### src/rtl/reg_bank_if.sv
// Register-file access bus: the control unit drives sel/write_reg, the datapath
// drives data_in and consumes data_out.
interface reg_bank_if #(
    parameter int DATA_WIDTH = 8,
    parameter int ADDR_WIDTH = 5
);
    logic [ADDR_WIDTH-1:0] sel;
    logic [DATA_WIDTH-1:0] data_in;
    logic                  write_reg;
    logic [DATA_WIDTH-1:0] data_out;

    modport master (
        output sel,
        output data_in,
        output write_reg,
        input  data_out
    );

    modport slave (
        input  sel,
        input  data_in,
        input  write_reg,
        output data_out
    );
endinterface

### src/rtl/reg_bank.sv
// 32 x 8 single-port register file with a hardwired zero register r0,
// synchronous write and combinational read through one shared address.
module reg_bank #(
    parameter int DATA_WIDTH = 8,
    parameter int ADDR_WIDTH = 5
) (
    input  logic       clk,
    input  logic       rst_n,
    reg_bank_if.slave  bus
);
    localparam int DEPTH = 2 ** ADDR_WIDTH;

    logic [DATA_WIDTH-1:0] regs [DEPTH];

    // r0 is never written, so it stays at its reset value of zero.
    always_ff @(posedge clk or negedge rst_n) begin
        if (!rst_n) begin
            for (int i = 0; i < DEPTH; i++) begin
                regs[i] <= '0;
            end
        end else if (bus.write_reg && (bus.sel != '0)) begin
            regs[bus.sel] <= bus.data_in;
        end
    end

    // No bypass from data_in: a write becomes visible after the edge.
    assign bus.data_out = (bus.sel == '0) ? '0 : regs[bus.sel];
endmodule

### src/flat_wrapper.sv
// flat-port wrapper written by rule: the top's interface ports become plain ports
module reg_bank_flat 
#(
    parameter int DATA_WIDTH = 8,
    parameter int ADDR_WIDTH = 5
)
  (clk, rst_n, bus_sel, bus_data_in, bus_write_reg, bus_data_out);
  reg_bank_if #(.DATA_WIDTH(DATA_WIDTH), .ADDR_WIDTH(ADDR_WIDTH)) bus_i ();
  input  logic clk;
  input  logic rst_n;
  input wire logic [$bits(bus_i.sel)-1:0] bus_sel;
  input wire logic [$bits(bus_i.data_in)-1:0] bus_data_in;
  input wire logic [$bits(bus_i.write_reg)-1:0] bus_write_reg;
  output wire logic [$bits(bus_i.data_out)-1:0] bus_data_out;
  assign bus_i.sel = bus_sel;
  assign bus_i.data_in = bus_data_in;
  assign bus_i.write_reg = bus_write_reg;
  assign bus_data_out = bus_i.data_out;
  reg_bank #(.DATA_WIDTH(DATA_WIDTH), .ADDR_WIDTH(ADDR_WIDTH)) u_core (.clk(clk), .rst_n(rst_n), .bus(bus_i));
endmodule
### config.mk
export PLATFORM = sky130hd
export DESIGN_NAME = reg_bank_flat
export DESIGN_NICKNAME = d
export VERILOG_FILES = /design/src/rtl/reg_bank_if.sv /design/src/rtl/reg_bank.sv /design/src/flat_wrapper.sv
export SDC_FILE = /design/constraint.sdc
export NUM_CORES = 1
export LEC_CHECK = 0
export ABC_AREA = 1
export CAP_MARGIN = 20
export CORE_AREA = 2 2 152 154
export CTS_CLUSTER_DIAMETER = 120
export DETAILED_ROUTE_END_ITERATION = 8
export DIE_AREA = 0 0 154 156
export PLACE_DENSITY = 0.73
export SETUP_SLACK_MARGIN = 0.5
export SYNTH_ARGS = -nofsm -noshare
export SYNTH_HDL_FRONTEND = slang
export SYNTH_SLANG_ARGS = --single-unit
### constraint.sdc
create_clock -name clk -period 1.3 [get_ports clk]
set_input_delay 0.13 -clock clk [delete_from_list [all_inputs] [get_ports clk]]
set_output_delay 0.13 -clock clk [all_outputs]
set_load 0.1 [all_outputs]
==> flow_metrics.tcl <==
set metrics [dict create \
    synth_edf_count 0 \
    netlist_instances 1610 \
    async_reset_ff_frac 1.00 \
    ant_nets 0 \
    yosys_warnings 0 \
    maxCapViolCount 0 \
    final_nets 1707 \
    slew_violations 0 \
    hold_viol_final 0 \
    muxShareOfSynthArea 0 \
    violations "setup timing" \
    fin_crit_ns 1.98 \
    leakagePower_nw 7.99 \
    wl_met2_um 17300 \
    fp-row-count 55 \
    power.switching_mw 7.17 \
    p_per_area_nw_per_um2 1440 \
    met1_length_um 15500 \
    mappedNetlistArea_um2 12100 \
    grt_pass1_vias 10492 \
    synth_cell_types 23 \
    drt_wl_total_um 36100 \
    globalRouteTotalUtil 0.298 \
    crit_start "u_core.regs[222]" \
    rr_startpoint "u_core.regs[197]" \
    finalWorstSetupSlack_ns -0.679 \
    relSlewSlack 0.741 \
    area_growth_pct 33.7 \
    setup_viol 8 \
    largest_reg_flops 256 \
    ys_ff_latch 256 \
    first_pass_iters 5 \
    synth-simple-area-share 0.316 \
    clkLatencyLatePin_ns 0.54 \
    via_per_inst 5.50 \
    start_util 0.540 \
    start_kind "flip-flop" \
    fp.dieH_um 156 \
    synth_area_leaders "dfrtp_1 (53%), nand2_1 (27%), o21ai_0 (7.4%)" \
    yosysTopAreaCellShare 0.531 \
    synth_seq_area_share 0.531 \
    clkPwrFrac 0.324 \
    combPwrFrac 0.232 \
    die_w_um 154 \
    path_max_fanout 2 \
    postSynthAreaPerCell_um2 7.50 \
    clk_path_buf_depth 3 \
    dp_hpwl_um 21900 \
    sw_frac_of_total 0.308 \
    synth_area_leader_cell "dfrtp_1" \
    crit_required_ns 1.17 \
    seq_power_share 0.444 \
    hp-class "in2async" \
    core_um2 22400 \
    drc 0 \
    top_layer_used "met4" \
    cts_root_buffer "clkbuf_16" \
    grt_overflow_total 0 \
    top_register "u_core.regs" \
    p_total_mw 23.3 \
    whs_ns 0.0949 \
    die_area_um2 24000 \
    place_congestion 0.918 \
    synthAdderAreaFrac 0 \
    wl_met3_um 2420 \
    final_layout_size_suffix_gt1_frac 0.243 \
    fmaxAchievable_ghz 0.505 \
    synth_compound_area_frac 0.106 \
    pin_count 24 \
    diodes 0 \
    path_clk_slew_ns 0.07 \
    synth.most_common_cell "nand2_1" \
    grt_setup_unrepaired "true" \
    clock-skew-final_ns 0 \
    cts.sinks 256 \
    internal-power_mw 16.1 \
    cts_buffers 27 \
    nFillCells 1645 \
    vias 10975 \
    reg_top3 "u_core.regs: 256 flops" \
    ys.flop_type "dfrtp_1" \
    peakVddDrop_uv 1000 \
    finalCritPeriodShare 1.52 \
    synth_xor_area_frac 0 \
    first_iter_violations 972 \
    avgRoutedWirePerCell_um 18.1 \
    grt_first_pass_wirelength_um 56600 \
    cp.arrival_ns 1.85 \
    status "finished, violations left" \
    antenna_found_initial 0 \
    grt_max_degree 54 \
    synth_top_family_by_area "simple AND/OR/NAND/NOR gates" \
    syn_nets 1626 \
    crit_type "reg2out" \
    cts_tree "built" \
    max_slew.worst_pin.slew_ns 0.388 \
    end_kind "output port" \
    io_buffers 23 \
    htreeDepth 1 \
    yosys-top-cells-count "nand2_1 (882), dfrtp_1 (256), o21ai_0 (179), clkbuf_1 (73), nor2_1 (49)" \
]
cell usage in the layout (no fill, tap or decap), types with 17 or more instances in the layout:
cell	instances
nand2_1	765
dfrtp_1	256
o21ai_1	151
nand2_2	97
buf_4	68
o21ai_0	55
buf_12	55
clkbuf_16	30
nand2_8	21
a21oi_1	19
nor2_4	18
nor2_1	18
nor2_2	17
per-stage QoR:
stage / setup slack [ns] / instances / area (um^2) / utilization / TNS [ns]
floorplan: -0.629 / 1610 / 12800 / - / -2.96
global placement: -0.656 / 1901 / 13800 / 0.619 / -120.09
detailed placement: -0.687 / 1901 / 13800 / 0.619 / -126.20
CTS: -0.613 / 1978 / 15600 / 0.698 / -4.74
global route: -0.730 / 1996 / 16100 / 0.721 / -5.46
finish: -0.679 / 1996 / 16100 / 0.721 / -5.01
what timing repair did:
item	in CTS	in global routing
setup buffers	21	13
endpoints found under the hold margin	256	0
hold buffers	1	0
pin swaps	121	56
resized for setup	192	94
gates cloned	6	5
setup endpoints to repair	256	256
path summary, 6_finish.rpt:
path | endpoint | slack, ns | depth (start not counted)
setup / recovery | bus_data_out[6] | -0.68 | 9
hold / removal | u_core.regs[134] | 0.09 | 2
setup reg to reg | u_core.regs[197] | 0.45 | 4
hold reg to reg | u_core.regs[248] | 0.38 | 0
max in group asynchronous | u_core.regs[96] | 0.58 | 3
min in group clk | u_core.regs[64] | 0.25 | 5
power by group through the flow:
stage / logic [mW] / clock network [mW] / registers (mW)
2_1_floorplan: 3.07 / 0 / 10.2
3_3_place_gp: 4.49 / 0 / 10.3
3_5_place_dp: 4.61 / 0 / 10.4
4_1_cts: 5.05 / 7.62 / 10.3
5_1_grt: 5.95 / 7.95 / 10.5
6_report: 5.40 / 7.54 / 10.3
cells by family (layout without fill, tap and decap cells):
group,count (synthesis),count (layout)
AOI/OAI and AO/OA,256,256
DFF,256,256
and+or+nand+nor,968,970
buffers and inverters,130,229
layer usage:
| metal | vias to the layer above | global-route usage |
|---|---|---|
| met5 | - | 0 |
| met4 | 0 | 0.0966 |
| met3 | 72 | 0.0472 |
| met2 | 370 | 0.480 |
| met1 | 5299 | 0.417 |
| li1 | 5234 | - |
critical path, stage by stage, from the launching register on:
cell and delay (ns):
dfrtp_1 0.38, nand2_1 0.09, nand2_1 0.11, nand2_1 0.10
nand2_1 0.08, nand2_1 0.11, nand2_1 0.07, nor2_2 0.12
a21oi_4 0.08, buf_12 0.17
final cells by class:
cell class / instances / area [um^2] / area share
Clock buffer: 44 / 810 / 0.0502
Clock inverter: 5 / 53.8 / 0.00334
Inverter: 19 / 173 / 0.0107
Multi-Input combinational cell: 1226 / 6180 / 0.383
Sequential cell: 256 / 6410 / 0.397
Tap cell: 285 / 357 / 0.0221
Timing Repair Buffer: 160 / 2130 / 0.132
Timing Repair inverter: 1 / 20.0 / 0.00124
Power figures use the tool's default switching activity.
